### src/rtl/keypad_pkg.sv
// Shared types and constant tables for the keypad scan controller and digit display.
// Key map is indexed [column][row] with column 0 = C1 and row 0 = R1.
package keypad_pkg;

    typedef enum logic [1:0] {
        ResNone,
        ResKey,
        ResMulti
    } res_kind_e;

    // code is kept at zero unless kind is ResKey so whole-struct compares are meaningful
    typedef struct packed {
        res_kind_e  kind;
        logic [3:0] code;
    } frame_res_t;

    localparam frame_res_t RES_NONE = '{kind: ResNone, code: 4'h0};

    typedef enum logic [1:0] {
        StDrive,
        StSample,
        StEval
    } scan_state_e;

    localparam logic [3:0] KEY_MAP [4][4] = '{
        '{4'h1, 4'h4, 4'h7, 4'hF},
        '{4'h2, 4'h5, 4'h8, 4'h0},
        '{4'h3, 4'h6, 4'h9, 4'hE},
        '{4'hA, 4'hB, 4'hC, 4'hD}
    };

    localparam logic [3:0] COL_DRIVE [4] = '{4'b0111, 4'b1011, 4'b1101, 4'b1110};

    // Active-high {g,f,e,d,c,b,a} patterns
    localparam logic [6:0] SEG_TABLE [16] = '{
        7'h3F, 7'h06, 7'h5B, 7'h4F, 7'h66, 7'h6D, 7'h7D, 7'h07,
        7'h7F, 7'h6F, 7'h77, 7'h7C, 7'h39, 7'h5E, 7'h79, 7'h71
    };

    localparam logic [6:0] SEG_BLANK = 7'h7F;

    // Returns the active-low segment drive for a hex value
    function automatic logic [6:0] hex_to_seg(input logic [3:0] value);
        return ~SEG_TABLE[value];
    endfunction

endpackage

### src/rtl/keypad_debounce.sv
// Frame-level debouncer: a non-MULTI result must repeat DEBOUNCE_FRAMES times before it
// becomes the stable result; a change of stable result to a key is reported as a press.
module keypad_debounce
    import keypad_pkg::*;
#(
    parameter int unsigned DEBOUNCE_FRAMES = 4
) (
    input  logic       clk,
    input  logic       rst,
    input  logic       eval,
    input  frame_res_t res,
    output frame_res_t stable,
    output logic       press
);

    localparam logic [3:0] CntMax = 4'(DEBOUNCE_FRAMES);

    frame_res_t cand_q, cand_d;
    frame_res_t stable_q, stable_d;
    logic [3:0] cnt_q, cnt_d;

    always_comb begin
        cand_d   = cand_q;
        cnt_d    = cnt_q;
        stable_d = stable_q;
        press    = 1'b0;
        if (eval) begin
            if (res.kind == ResMulti) begin
                cnt_d = '0;
            end else if (res == cand_q) begin
                if (cnt_q != CntMax) begin
                    cnt_d = cnt_q + 4'd1;
                end
            end else begin
                cand_d = res;
                cnt_d  = 4'd1;
            end
            if (cnt_d == CntMax && cand_d != stable_q) begin
                stable_d = cand_d;
                press    = (cand_d.kind == ResKey);
            end
        end
    end

    always_ff @(posedge clk or posedge rst) begin
        if (rst) begin
            cand_q   <= RES_NONE;
            stable_q <= RES_NONE;
            cnt_q    <= '0;
        end else begin
            cand_q   <= cand_d;
            stable_q <= stable_d;
            cnt_q    <= cnt_d;
        end
    end

    // Exposes the result including this EVAL's update so the caller can act on the same edge
    assign stable = stable_d;

endmodule

### src/rtl/keypad_entry_ctrl.sv
// 4x4 keypad scanner with frame debounce, writing accepted keys into four cursor-addressed
// seven-segment digit slots.
module keypad_entry_ctrl
    import keypad_pkg::*;
#(
    parameter int unsigned SETTLE_CYCLES   = 100000,
    parameter int unsigned DEBOUNCE_FRAMES = 4
) (
    input  logic       clk,
    input  logic       rst,
    input  logic [3:0] row,
    output logic [3:0] col,
    input  logic       en,
    input  logic       clr,
    output logic       key_valid,
    output logic [3:0] key_code,
    output logic [1:0] cursor,
    output logic [7:0] hex0,
    output logic [7:0] hex1,
    output logic [7:0] hex2,
    output logic [7:0] hex3
);

    localparam int unsigned CntW = 20;
    localparam logic [CntW-1:0] CntLast = CntW'(SETTLE_CYCLES - 2);

    scan_state_e     state_q, state_d;
    logic [1:0]      col_idx_q, col_idx_d;
    logic [CntW-1:0] cnt_q, cnt_d;
    logic [15:0]     hits_q, hits_d;
    logic [3:0]      col_q;

    frame_res_t frame_res;
    frame_res_t stable;
    logic       press;
    logic [4:0] hit_cnt;
    logic [3:0] hit_pos;

    logic            key_valid_q;
    logic [3:0]      key_code_q, key_code_d;
    logic [1:0]      cursor_q, cursor_d;
    logic [3:0][6:0] seg_q, seg_d;
    logic [3:0][7:0] hex_all;

    // hits bit {col,row} is set when that row read low while that column was driven
    always_comb begin
        state_d   = state_q;
        col_idx_d = col_idx_q;
        cnt_d     = cnt_q;
        hits_d    = hits_q;
        unique case (state_q)
            StDrive: begin
                if (cnt_q == CntLast) begin
                    cnt_d   = '0;
                    state_d = StSample;
                end else begin
                    cnt_d = cnt_q + 1'b1;
                end
            end
            StSample: begin
                for (int r = 0; r < 4; r++) begin
                    hits_d[{col_idx_q, 2'(r)}] = ~row[2'(3 - r)];
                end
                if (col_idx_q == 2'd3) begin
                    state_d = StEval;
                end else begin
                    col_idx_d = col_idx_q + 2'd1;
                    state_d   = StDrive;
                end
            end
            StEval: begin
                col_idx_d = 2'd0;
                state_d   = StDrive;
            end
            default: begin
                col_idx_d = 2'd0;
                cnt_d     = '0;
                state_d   = StDrive;
            end
        endcase
    end

    always_ff @(posedge clk or posedge rst) begin
        if (rst) begin
            state_q   <= StDrive;
            col_idx_q <= 2'd0;
            cnt_q     <= '0;
            hits_q    <= '0;
            col_q     <= COL_DRIVE[0];
        end else begin
            state_q   <= state_d;
            col_idx_q <= col_idx_d;
            cnt_q     <= cnt_d;
            hits_q    <= hits_d;
            col_q     <= COL_DRIVE[col_idx_d];
        end
    end

    always_comb begin
        hit_cnt = '0;
        hit_pos = '0;
        for (int i = 0; i < 16; i++) begin
            if (hits_q[i]) begin
                hit_cnt = hit_cnt + 5'd1;
                hit_pos = 4'(i);
            end
        end
        frame_res = RES_NONE;
        if (hit_cnt == 5'd1) begin
            frame_res = '{kind: ResKey, code: KEY_MAP[hit_pos[3:2]][hit_pos[1:0]]};
        end else if (hit_cnt > 5'd1) begin
            frame_res.kind = ResMulti;
        end
    end

    keypad_debounce #(
        .DEBOUNCE_FRAMES(DEBOUNCE_FRAMES)
    ) u_debounce (
        .clk   (clk),
        .rst   (rst),
        .eval  (state_q == StEval),
        .res   (frame_res),
        .stable(stable),
        .press (press)
    );

    // clr wins over a coincident write; the press itself is still reported
    always_comb begin
        key_code_d = key_code_q;
        cursor_d   = cursor_q;
        seg_d      = seg_q;
        if (press) begin
            key_code_d = stable.code;
        end
        if (clr) begin
            cursor_d = 2'd0;
            seg_d    = {4{SEG_BLANK}};
        end else if (press && en) begin
            seg_d[cursor_q] = hex_to_seg(stable.code);
            cursor_d        = cursor_q + 2'd1;
        end
    end

    always_ff @(posedge clk or posedge rst) begin
        if (rst) begin
            key_valid_q <= 1'b0;
            key_code_q  <= 4'h0;
            cursor_q    <= 2'd0;
            seg_q       <= {4{SEG_BLANK}};
        end else begin
            key_valid_q <= press;
            key_code_q  <= key_code_d;
            cursor_q    <= cursor_d;
            seg_q       <= seg_d;
        end
    end

    always_comb begin
        for (int i = 0; i < 4; i++) begin
            hex_all[i] = {~(en && (cursor_q == 2'(i))), seg_q[i]};
        end
    end

    assign col       = col_q;
    assign key_valid = key_valid_q;
    assign key_code  = key_code_q;
    assign cursor    = cursor_q;
    assign hex0      = hex_all[0];
    assign hex1      = hex_all[1];
    assign hex2      = hex_all[2];
    assign hex3      = hex_all[3];

endmodule
### config.mk
export PLATFORM = sky130hd
export DESIGN_NAME = keypad_entry_ctrl
export DESIGN_NICKNAME = d
export VERILOG_FILES = /design/src/rtl/keypad_pkg.sv /design/src/rtl/keypad_debounce.sv /design/src/rtl/keypad_entry_ctrl.sv
export SDC_FILE = /design/constraint.sdc
export NUM_CORES = 1
export LEC_CHECK = 0
export ABC_AREA = 1
export CAP_MARGIN = 20
export CELL_PAD_IN_SITES_DETAIL_PLACEMENT = 1
export CELL_PAD_IN_SITES_GLOBAL_PLACEMENT = 1
export CORE_MARGIN = 2
export CORE_UTILIZATION = 27
export CTS_CLUSTER_SIZE = 28
export DETAILED_ROUTE_END_ITERATION = 16
export GPL_TIMING_DRIVEN = 0
export HOLD_SLACK_MARGIN = 0.12
export PLACE_DENSITY = 0.62
export REMOVE_ABC_BUFFERS = 1
export SYNTH_ARGS = -nofsm -noshare
export SYNTH_HDL_FRONTEND = slang
export SYNTH_SLANG_ARGS = --single-unit
### constraint.sdc
create_clock -name clk -period 6.6 [get_ports clk]
set_input_delay 0.99 -clock clk [delete_from_list [all_inputs] [get_ports clk]]
set_output_delay 0.99 -clock clk [all_outputs]
set_load 0.1 [all_outputs]
# Word-level counts from Yosys, hierarchy flattened
# Memory sizes are Yosys's and may differ from the RTL's.
# Index checks and enable logic that the tools add are counted.
# word_totals
output_inout_bits	43
mem_count	1
romBits	112
ff_bits	95
# memory_table
memory	depth	width	rd	rd_clocked_by_memory_dff	wr	line_no	rtl
(no name shown)	16	7	1	0	0	keypad_pkg.sv:44	return ~SEG_TABLE[value];
# op_classes
n_addsub	19
bitwise	11
mux	82
n_eq_ne	15
order_cmp	15
reduce_logical	16
# op_table
cell	count
two-way mux 4 bit	25
adder 5 x 1 -> 5 bit, second input constant	15
two-way mux 5 bit	15
bitwise mux 16 bit	4
two-way mux 28 bit	2
one-hot mux 20 bit (2 select lines)	1
binary-select mux 16 bit (select 2 bit)	1
two-way mux 16 bit	2
bitwise mux 28 bit	1
two-way mux 7 bit	3
adder 20 x 1 -> 20 bit, second input constant	1
== test 20 x 17 -> 1 bit, second input constant	1
less-than comparator 4 x 5 -> 1 bit, second input constant	4
two-way mux 20 bit	1
two-way mux 6 bit	3
binary-select mux 4 bit (select 2 bit)	2
>= comparator 4 x 1 -> 1 bit, second input constant	4
demux 7 bit (select 2 bit)	1
two-way mux 2 bit	7
logical AND 1 bit	11
== test 2 bit, second input constant	5
>= comparator 3 bit, second input constant	3
NOT 2 -> 3 bit	3
demux 1 bit (select 2 bit)	4
22 further kinds	39

# Longest topological paths before layout
# logic_depth
ltp_word	50
depth_mapped	47

# By module
# From an unflattened synthesis, not the netlist that was laid out.
# unflattened
cells_unflattened	701
hier_area_um2	5506.5
# by_module_without_submodules
module	cells_each	area_each_um2	instances	seq_area_each_um2
keypad_entry_ctrl	535	4401.7	1	1815.5
keypad_debounce	166	1104.8	1	400.4

# Worst setup path after synthesis
# No wires, ideal clock.
# synth_path
path_type	register to register
startpoint	register hits_q[3]
endpoint	register seg_q (netlist bit hex0[3])
path_stages_with_launch	44
arrival_time_ns	5.630
setup_ns	0.078
slack_ns	0.892
path_buffers	1
period_less_slack_ns	5.708
cell_sequence	dfrtp_1 inv_1 ha_1 inv_2 nand2_2 nand2_1 inv_1 ha_1 nand2_1 nand2_1 ha_1 or2_1 nand2_1 inv_1 ha_1 nand2_1 nand2_1 ha_1 (+8 left out) nor2_4 buf_6 xor2_1 nand2_1 nor2_4 nand4_4 nor2_4 nand3_4 nand2_1 nand2_1 inv_1 ha_1 inv_1 nand2_1 nand3_1 nand2_1 nand2_1 nand2_1
# synth_lines
item	line_no	rtl
from (decl)	keypad_entry_ctrl.sv:30	logic [15:0] hits_q, hits_d;
from (signal assigned)	keypad_entry_ctrl.sv:94	hits_q <= hits_d;
to (signal assigned)	keypad_entry_ctrl.sv:149	seg_q <= {4{SEG_BLANK}};
to (signal assigned)	keypad_entry_ctrl.sv:154	seg_q <= seg_d;
to (decl)	keypad_entry_ctrl.sv:42	logic [3:0][6:0] seg_q, seg_d;

==> results.py <==
metrics = {
    "place": {
        "dp_cells": 1017,
        "dpl.hpwl_um": 10470,
        "port_buffers": 48,
        "post-place-ws_ns": -0.08271,
        "routabilityCongestion": 0.7787,
    },
    "synthesis": {
        "netlist_area_um2": 5303,
        "ys_warn_count": 0,
        "ys_seq_area_frac": 0.4179,
        "synth-async-reset-ratio": 1.000,
        "synth-edff-count": 0,
        "synthDistinctLibCells": 43,
        "ys_seq_elements": 87,
        "syn_inst": 711,
        "syn_avg_cell_area_um2": 7.458,
        "synthFlopType": "dfrtp_1",
    },
    "timing": {
        "max_slew_margin": 0.3384,
        "period_share": 0.9137,
        "period_minus_slack_ns": 6.030,
        "finClkSkew_ns": 0.009826,
        "finalHoldViolations": 0,
        "clock.fmax_mhz": 165.8,
        "fin_ws_ns": 0.5696,
        "rsz0062_at_grt": "false",
        "slew_viol_final": 0,
        "tightest_slew_ns": 0.9894,
        "setup_viol": 0,
        "fin_worst_hold_slack_ns": 0.5016,
    },
    "drt": {
        "ant_nets": 0,
        "drt_pass1_iterations": 4,
        "first_iter_violations": 150,
        "num_vias": 4802,
        "drc": 0,
        "vias_per_cell": 4.582,
        "wl_um": 14240,
        "routedWlPerCell_um": 13.58,
    },
    "floorplanning": {
        "ios": 51,
        "rows": 51,
        "die_h_um": 144.1,
        "initial_core_util": 0.2733,
        "die_w_um": 144.1,
        "dieArea_um2": 20780,
        "core_area_um2": 19400,
    },
    "setup_path": {
        "cp-end-kind": "flop",
        "cp_slowest_cell": "dfrtp_1",
        "path_class": "flop to flop",
        "cp.arrival_ns": 6.31,
        "cp-start-kind": "flop",
        "cp_max_fo": 6,
        "crit_required_ns": 6.88,
        "max_stage_delay_ns": 0.40,
    },
    "layout": {
        "antenna_cells": 0,
        "multi_input_area_um2": 2784,
        "fin_cells": 1048,
        "fillers": 2406,
        "drive_gt1_frac": 0.1545,
        "seqCellArea_um2": 2216,
        "fin_util": 0.3424,
        "syn2layout_area_growth_pct": 25.27,
        "nets": 812,
    },
    "clock_tree": {
        "numCtsBuffers": 9,
        "clk_latency_ns": 0.35,
        "cts.sinks": 87,
        "cts.clk_slew.worst_paths_ns": 0.07,
        "clock-root-buffer": "clkbuf_16",
        "h-tree-depth": 3,
        "cts_tree": "built",
        "ctsLongestPathBuffers": 2,
        "hold_buffers": 0,
    },
    "job": {
        "cap_violations": 0,
    },
    "global_routing": {
        "gr-total-overflow": 0,
        "grt_max_degree": 68,
        "grt_pass1_wl_um": 23670,
        "antenna_found_initial": 0,
        "first_global_vias": 4906,
        "track_usage": 0.1431,
    },
    "pwr": {
        "peakVddDrop_mv": 0.09070,
        "pwr_density_cell_nw_per_um2": 173.6,
        "leakage_nw": 3.062,
    },
    "min_path": {
        "hold_class": "flop to flop",
    },
    "run_status": {
        "status": "completed",
    },
}
==> Yosys cell counts (2+ instances only) <==
cell type | number | area [µm²]
ha_1 | 26 | 325.3
nor2_4 | 4 | 45.04
nor2_1 | 48 | 180.2
xor2_1 | 9 | 78.83
nor3b_1 | 2 | 15.01
inv_1 | 88 | 330.3
clkinv_1 | 2 | 7.510
a21oi_1 | 41 | 205.2
nand3_1 | 74 | 370.4
nand2_2 | 5 | 31.28
nand3b_1 | 3 | 22.52
nor4_1 | 6 | 37.54
o22ai_1 | 4 | 25.02
dfrtp_1 | 56 | 1401
nand2_1 | 212 | 795.8
inv_2 | 9 | 33.78
xnor2_1 | 4 | 35.03
dfstp_2 | 31 | 814.5
or2_2 | 2 | 12.51
nor3_1 | 9 | 45.04
o21ai_0 | 36 | 180.2
nand3_2 | 2 | 20.02
nand4_2 | 2 | 25.02
clkbuf_1 | 5 | 18.77
nand4_1 | 13 | 81.33
==> registers in the layout, indices dropped and copies added (netlist names), 4 cells and up <==
register,count
hits_q,8
hex3,7
key_code,4
cnt_q,20
col,4
hex2,7
hex0,7
u_debounce.cand_q,6
hex1,7
u_debounce.cnt_q,4
u_debounce.stable_q,6
==> timing repair <==
| item | in CTS | in global routing |
|---|---|---|
| setup endpoints to repair | 8 | 30 |
| resized for setup | 4 | 25 |
| buffers inserted | 1 | 13 |
| pin swaps | 1 | 14 |
| cloned | 1 | 0 |
==> where the power goes <==
| part | leakage (nW) | internal, mW | switching [mW] |
|---|---|---|---|
| combinational | 1.86 | 0.0194 | 0.0700 |
| sequential | 1.05 | 0.544 | 0.00344 |
| clock | 0.147 | 0.296 | 0.220 |
==> layout by cell type, fill, tap and decap left out, types with 12 or more instances in the layout <==
master,count
inv_1,84
o21ai_0,36
dfstp_2,31
nand3_1,70
clkdlybuf4s50_1,48
a21oi_1,40
nand4_1,13
buf_4,14
nor2_1,45
ha_1,21
nand2_2,17
inv_2,12
nand2_1,200
dfrtp_1,56
==> metal layers <==
layer | GRT usage | routed length (µm) | part of all wire
met1 | 0.1877 | 7075 | 0.50
met2 | 0.2451 | 6747 | 0.47
met3 | 0.02550 | 274 | 0.019
met4 | 0.03526 | 138 | 0.0097
met5 | 0 | 0 | 0
==> layout make-up <==
type	count	share of cell area
Multi-Input combinational cell	517	0.4191
Sequential cell	87	0.3336
Timing Repair Buffer	64	0.09644
Inverter	99	0.05632
Tap cell	265	0.04992
Clock buffer	10	0.03447
Clock inverter	6	0.01017
==> critical path, delay by kind of cell, from the launching register on <==
kind | cells | cell delay (ns)
XOR/XNOR | 1 | 0.16
flip-flops | 1 | 0.40
buffers and inverters | 5 | 0.39
AO/OA/AOI/OAI | 1 | 0.13
AND/OR/NAND/NOR | 26 | 3.10
adder cells (fa/ha/maj) | 7 | 1.78
==> stage by stage <==
stage	TNS, ns	power, mW	instance area, µm²
finish	0	1.153	6643
global route	0	1.205	6643
CTS	0	1.176	6449
detailed placement	-0.2752	0.6470	6126
global placement	-0.05671	0.6427	6068
floorplan	0	0.6183	5256
==> path summary, 6_finish.rpt <==
path	endpoint	cells after the start	slack, ns	start
worst min register to register	key_code[1]	2	0.50	key_code[1]
worst max-delay path	hex0[3]	40	0.57	hits_q[2]
worst max register to register	hex0[3]	40	0.57	hits_q[2]
max in group asynchronous	hex0[5]	3	4.96	rst
worst min-delay path	key_code[1]	2	0.50	key_code[1]
min in group asynchronous	hits_q[2]	2	0.95	rst
==> cell families (layout without fill, tap and decap cells) <==
| family | Yosys count | count (layout) | share of synthesized area |
|---|---|---|---|
| simple gates | 387 | 388 | 0.3289 |
| buf+inv | 108 | 179 | 0.07881 |
| compound gates | 90 | 90 | 0.09156 |
| xor+xnor | 13 | 13 | 0.02147 |
| flops | 87 | 87 | 0.4179 |
| fa+ha+maj | 26 | 26 | 0.06135 |
Power figures use the tool's default switching activity.
